===== config.mk =====
export PLATFORM = sky130hd
export DESIGN_NAME = fp_div_sequencer
export DESIGN_NICKNAME = d
export VERILOG_FILES = /design/src/rtl/fp_div_sequencer.sv
export SDC_FILE = /design/constraint.sdc
export NUM_CORES = 1
export LEC_CHECK = 0
export BUFFER_PORTS_ARGS = -buffer_cell sky130_fd_sc_hd__buf_2
export CORE_AREA = 3 3 114 116
export DETAILED_ROUTE_END_ITERATION = 6
export DIE_AREA = 0 0 117 119
export PLACE_DENSITY = 0.79
export SYNTH_ARGS = -nofsm -noshare
export SYNTH_HDL_FRONTEND = slang
export SYNTH_SLANG_ARGS = --single-unit

===== constraint.sdc =====
create_clock -name clk -period 2.22 [get_ports clk]
set_input_delay 0.222 -clock clk [delete_from_list [all_inputs] [get_ports clk]]
set_output_delay 0.222 -clock clk [all_outputs]
set_load 0.02 [all_outputs]

===== src/rtl/fp_div_sequencer.sv =====
// Issue/retire sequencer for the multi-cycle FP divider: accepts one FDIV, resolves rm,
// starts the divider, and holds the result for writeback; survives flushes of a running divide.
module fp_div_sequencer #(
  parameter int unsigned FLEN = 32
) (
  input  logic            clk,
  input  logic            reset_n,
  input  logic            flush,
  input  logic            req_valid,
  output logic            req_ready,
  input  logic [FLEN-1:0] req_a,
  input  logic [FLEN-1:0] req_b,
  input  logic [2:0]      req_rm,
  input  logic [4:0]      req_rd,
  input  logic [2:0]      frm,
  output logic            div_start,
  output logic [FLEN-1:0] div_a,
  output logic [FLEN-1:0] div_b,
  output logic [2:0]      div_rm,
  input  logic            div_done,
  input  logic [FLEN-1:0] div_result,
  input  logic [4:0]      div_flags,
  output logic            wb_valid,
  input  logic            wb_ready,
  output logic [FLEN-1:0] wb_result,
  output logic [4:0]      wb_flags,
  output logic [4:0]      wb_rd,
  output logic            wb_illegal,
  output logic [31:0]     perf_div_count
);

  localparam int unsigned RM_W   = 3;
  localparam int unsigned RD_W   = 5;
  localparam int unsigned FLAG_W = 5;
  localparam int unsigned CNT_W  = 32;

  typedef enum logic [2:0] {
    S_IDLE  = 3'd0,
    S_START = 3'd1,
    S_WAIT  = 3'd2,
    S_HOLD  = 3'd3,
    S_DRAIN = 3'd4
  } state_e;

  state_e              state_q, state_d;
  logic                div_start_q, div_start_d;
  logic [FLEN-1:0]     div_a_q, div_a_d;
  logic [FLEN-1:0]     div_b_q, div_b_d;
  logic [RM_W-1:0]     div_rm_q, div_rm_d;
  logic                wb_valid_q, wb_valid_d;
  logic [FLEN-1:0]     wb_result_q, wb_result_d;
  logic [FLAG_W-1:0]   wb_flags_q, wb_flags_d;
  logic [RD_W-1:0]     wb_rd_q, wb_rd_d;
  logic                wb_illegal_q, wb_illegal_d;
  logic [CNT_W-1:0]    perf_q, perf_d;

  logic [RM_W-1:0]     rm_res;
  logic                rm_illegal;
  logic                accept;

  // Dynamic rounding mode resolution; 101/110/111 after resolution are reserved
  always_comb begin
    rm_res     = (req_rm == 3'b111) ? frm : req_rm;
    rm_illegal = rm_res[2] && (rm_res[1:0] != 2'b00);
  end

  assign req_ready = (state_q == S_IDLE) && !flush && reset_n;
  assign accept    = req_valid && req_ready;

  // State register
  always_ff @(posedge clk) begin
    if (!reset_n) state_q <= S_IDLE;
    else          state_q <= state_d;
  end

  // Next-state logic; flush always wins, but a running divide must be drained
  always_comb begin
    state_d = state_q;
    case (state_q)
      S_IDLE:  if (accept) state_d = rm_illegal ? S_HOLD : S_START;
      S_START: state_d = flush ? S_DRAIN : S_WAIT;
      S_WAIT: begin
        if (div_done)   state_d = flush ? S_IDLE : S_HOLD;
        else if (flush) state_d = S_DRAIN;
      end
      S_HOLD:  if (flush || wb_ready) state_d = S_IDLE;
      S_DRAIN: if (div_done) state_d = S_IDLE;
      default: state_d = S_IDLE;
    endcase
  end

  // Output / datapath next values
  always_comb begin
    div_a_d      = div_a_q;
    div_b_d      = div_b_q;
    div_rm_d     = div_rm_q;
    wb_result_d  = wb_result_q;
    wb_flags_d   = wb_flags_q;
    wb_rd_d      = wb_rd_q;
    wb_illegal_d = wb_illegal_q;
    perf_d       = perf_q;
    div_start_d  = (state_d == S_START);
    wb_valid_d   = (state_d == S_HOLD);

    if (accept) begin
      div_a_d      = req_a;
      div_b_d      = req_b;
      div_rm_d     = rm_res;
      wb_rd_d      = req_rd;
      wb_illegal_d = rm_illegal;
      wb_result_d  = '0;
      wb_flags_d   = '0;
    end

    if ((state_q == S_WAIT) && div_done && !flush) begin
      wb_result_d = div_result;
      wb_flags_d  = div_flags;
    end

    if ((state_q == S_HOLD) && wb_ready && !flush && !wb_illegal_q)
      perf_d = perf_q + CNT_W'(1);
  end

  always_ff @(posedge clk) begin
    if (!reset_n) begin
      div_start_q  <= 1'b0;
      div_a_q      <= '0;
      div_b_q      <= '0;
      div_rm_q     <= '0;
      wb_valid_q   <= 1'b0;
      wb_result_q  <= '0;
      wb_flags_q   <= '0;
      wb_rd_q      <= '0;
      wb_illegal_q <= 1'b0;
      perf_q       <= '0;
    end else begin
      div_start_q  <= div_start_d;
      div_a_q      <= div_a_d;
      div_b_q      <= div_b_d;
      div_rm_q     <= div_rm_d;
      wb_valid_q   <= wb_valid_d;
      wb_result_q  <= wb_result_d;
      wb_flags_q   <= wb_flags_d;
      wb_rd_q      <= wb_rd_d;
      wb_illegal_q <= wb_illegal_d;
      perf_q       <= perf_d;
    end
  end

  assign div_start      = div_start_q;
  assign div_a          = div_a_q;
  assign div_b          = div_b_q;
  assign div_rm         = div_rm_q;
  assign wb_valid       = wb_valid_q;
  assign wb_result      = wb_result_q;
  assign wb_flags       = wb_flags_q;
  assign wb_rd          = wb_rd_q;
  assign wb_illegal     = wb_illegal_q;
  assign perf_div_count = perf_q;

endmodule


# Yosys cells after proc, flatten, opt, wreduce, memory -nomap -nowiden
# Cells that the tools add are included.
# word_totals
inputBits,118
out_inout_bits,145
reg_bits,147
wordCells,48
# classes
n_mux,14
n_reduce_logical,15
n_addsub,1
n_eq_ne,7
# op_table
op,count
32-bit 2-to-1 mux,2
"32-bit by 1-bit adder with 32-bit output, second input constant",1
3-bit 2-to-1 mux,7
3-bit case mux with 5 select lines,1
5-bit 2-to-1 mux,2
"3-bit by 2-bit == test with 1-bit output, second input constant",3
1-bit logical AND,9
"3-bit by 1-bit == test with 1-bit output, second input constant",2
"3-bit == test, second input constant",2
2-bit 2-to-1 mux,2
2-bit nonzero test,2
3-bit zero test,1
1-bit zero test,2
1-bit logical OR,1

# Longest topological paths before layout
# depth
depth_word,8
ltp_mapped,8
ltp_nobuf,5

# Least setup slack after synthesis
# Ideal clock, no wire load.
# synth_path
kind,register -> register
startpoint,reg state_q[0]
endpoint,reg div_b_q[15] (netlist: div_b[15])
arrival_ps,1741
stages_incl_launch_ff,9
slack_ps,408
cell_sequence,dfxtp_1 -> buf_2 -> nor2_1 -> and3_1 -> and2_1 -> clkbuf_1 -> clkbuf_1 -> nand2_1 -> a21oi_1
# synth_via
elab_chain_cells,4
# synth_rtl
item,line_no,rtl
"start, declared",45,"state_e state_q, state_d;"
"start signal, assigned",73,else state_q <= state_d;
3-bit zero test,67,assign req_ready = (state_q == S_IDLE) && !flush && reset_n;
1-bit logical AND (2 in a row),67,
named net req_ready,10,"output logic req_ready,"
1-bit logical AND,68,assign accept = req_valid && req_ready;
"end signal, assigned",139,div_b_q <= div_b_d;
"end, declared",48,"logic [FLEN-1:0] div_b_q, div_b_d;"
# The timed path passes the listed nets, and every way through them passes these cells.
# A chain may end at the register's enable or synchronous reset.

# Worst setup path in the final report
# layout_path
startpoint,reg state_q[1]
endpoint,reg perf_q[15] (netlist: perf_div_count[15])
# layout_via
elab_chain_cells,4
# layout_rtl
item,line_no,rtl
3-bit by 2-bit == test with 1-bit output,120,if ((state_q == S_HOLD) && wb_ready && !flush && !wb_illegal_q)
1-bit logical AND (3 in a row),120,
"end signal, assigned",146,perf_q <= perf_d;
"end, declared",55,"logic [CNT_W-1:0] perf_q, perf_d;"
# Every way passes these cells.

==> metrics.csv <==
metric,value,unit
status,finished clean,
drc,0,
synth_area_leaders,"dfxtp_1 (53%), nand2_1 (13%), a21oi_1 (10%)",
die_w,117,um
setup_viol,0,
grt_antenna_before_repair,1,
post_cts_buffers,0,
period_share,0.854,
seq_power_share,0.455,
cp_slowest_cell,or3b_4,
yosysMostFrequentCell,nand2_1,
cts-buffers-inserted,17,
wl_per_cell,14.8,um
final.setup.tns,0,ns
ctsHoldBuffers,0,
ir_drop,0.000846,V
clk_latency,0.42,ns
drive_gt1_frac,0.327,
n_antenna_cell,0,
avgSynthCellArea,8.10,sq um
cp.arrival,2.19,ns
cp_num_buf_inv,1,
power_frac_comb,0.069,
initialDrtViolationCount,405,
ys_ff_latch,147,
power_frac_clock,0.476,
hold_path_class,in2reg,
p_sw_frac,0.223,
yosysTopAreaCell,dfxtp_1,
synth.cell_area,0.00555,sq mm
fin_crit,1.90,ns
area_delta_synth_final,36.9,%
fp.coreArea,0.0120,sq mm
nets,1049,
place_congestion,0.850,
via_count,5540,
final_area,0.00760,sq mm
synth_cell_types,36,
clock_skew,0.0115,ns
antenna_left,0,
seq_area_frac_synth,0.530,
crit_type,reg2reg,
io_pins,263,
synthTopCellsByCount,"nand2_1 (191), dfxtp_1 (147), a21oi_1 (116)",
synth_edf_count,0,
yosysWarnings,0,
drt_pre_antenna_iters,4,
cp_cell_sequence,"or3b_4, nor4_4, buf_4, nand4_1, xor2_1, nor2_1",
start_util,0.462,
hpwlAfterDp,11300,um
grt_max_degree,76,
total_leakage_power,3.41,nW
rsz0062_at_grt,no,
net-switching-power,1.33,mW
cp-end-kind,flip-flop,
root_buffer,clkbuf_16,
synth_top_cell_area_share,0.530,
slew_headroom,0.735,
cts_tree,yes,
synth_cells,685,
port_buffers,262,
grt_first_pass_wirelength,24800,um
critPathMaxFanout,7,
postSynthNetCount,804,
ys.flop_type,dfxtp_1,
crit_required,2.51,ns
slew_viol_final,0,
clk_pin_slew_worst_paths,0.06,ns
powerDensity,786,mW/mm^2
p_int,4.64,mW
async_flop_share,0,
fp.dieArea,0.0139,sq mm
cts_resized,0,
placedInstanceArea,0.00700,sq mm
row_count,40,
fmax,0.527,GHz
worst_slew_pin_slew,0.397,ns
htree_levels,4,
die_y,119,um
critPathMaxStageDelay,0.46,ns
grt_pass1_vias,5185,
via_per_inst,5.09,
grt-ovfl-total,0,
hold_viol,0,
cp_top_family,simple AND/OR/NAND/NOR gates,
clock_sinks,147,
maxCapViolations,0,
crit_path_start_kind,flip-flop,
totalWireLength,16100,um
grt.total_usage,0.225,
ctsLongestPathBuffers,2,
==> state kept, by name, indices dropped and copies added, names as in the netlist <==
name            flops
perf_div_count     32
wb_illegal          1
wb_result          32
wb_flags            5
div_a              32
state_q             3
div_start           1
wb_rd               5
div_rm              3
wb_valid            1
div_b              32
==> cells in the final DEF (no fill, tap or decap), types with 2 or more instances in the layout <==
cell type,netlist,final
nor2_1,38,38
clkbuf_8,0,5
o21ai_0,6,6
o211ai_1,3,3
clkinvlp_4,0,3
nor2b_1,2,2
clkinv_2,0,2
nand2_1,191,191
buf_12,0,4
nand4_1,18,18
and2_1,5,4
dfxtp_1,147,147
and3_1,8,8
buf_2,5,262
clkbuf_16,0,17
o21a_1,2,2
xnor2_1,7,7
or3_1,4,4
nand3b_1,2,2
and4_1,6,6
nor3_1,3,3
xor2_1,21,21
a21oi_1,116,116
bufinv_16,0,2
buf_4,1,7
nand3_1,45,45
==> cell type report <==
| type | count | area (sq um) |
|---|---|---|
| Tap cell | 147 | 184 |
| Sequential cell | 147 | 2940 |
| Fill cell | 1079 | 4410 |
| Multi-Input combinational cell | 489 | 2420 |
| Clock inverter | 8 | 101 |
| Timing Repair Buffer | 273 | 1440 |
| Inverter | 2 | 10.0 |
| Clock buffer | 22 | 494 |
==> worst min-delay path: stages <==
cell	delay, ns
buf_2	0.09
nand2_1	0.04
a21oi_1	0.05
==> power by group through the flow <==
stage | clock network (mW) | registers (mW) | logic (mW)
floorplan | 0 | 2.83 | 0.149
finish | 2.84 | 2.72 | 0.414
CTS | 2.90 | 2.72 | 0.418
global route | 3.01 | 2.72 | 0.457
global placement | 0 | 2.77 | 0.415
detailed placement | 0 | 2.77 | 0.417
==> kinds of logic (layout without fill, tap and decap cells) <==
kind of cell / Yosys count / count (layout) / synth area share
adder cells (fa/ha/maj): 1 / 1 / 0.00225
flip-flops: 147 / 147 / 0.530
XOR/XNOR: 28 / 28 / 0.0442
AO/OA/AOI/OAI: 129 / 129 / 0.120
buffers and inverters: 49 / 305 / 0.0349
multiplexers: 1 / 1 / 0.00180
AND/OR/NAND/NOR: 330 / 330 / 0.267
==> layer usage <==
metal	global-route usage	wire, um	vias up
met2	0.373	8040	193
met3	0.0838	1370	28
met4	0.100	427	2
met1	0.255	6200	2547
met5	0	13	-
li1	-	-	2770
==> path summary, 6_finish.rpt <==
| check | start | to | slack [ns] | depth (start not counted) |
|---|---|---|---|---|
| worst min-delay path | req_b[11] | div_b[11]$_SDFFE_PN0P_ | 0.04 | 3 |
| worst max-delay path | state_q[1]$_SDFF_PN0_ | perf_div_count[15]$_SDFFE_PN0P_ | 0.32 | 6 |
| worst min register to register | div_b[31]$_SDFFE_PN0P_ | div_b[31]$_SDFFE_PN0P_ | 0.45 | 2 |
| worst max register to register | state_q[1]$_SDFF_PN0_ | perf_div_count[15]$_SDFFE_PN0P_ | 0.32 | 6 |
==> stage by stage <==
stage	total power, mW	worst slack, ns	util	cells	hold WS, ns
final	5.97	0.324	0.633	1088	0.0381
after global routing	6.19	0.165	0.633	1088	0.0239
after CTS	6.03	0.329	0.633	1088	0.0211
after detailed placement	3.19	0.339	0.583	1058	0.443
after global placement	3.19	0.428	0.583	1058	0.437
after floorplan	2.98	0.408	-	685	0.358
(Power assumes the default switching activity.)
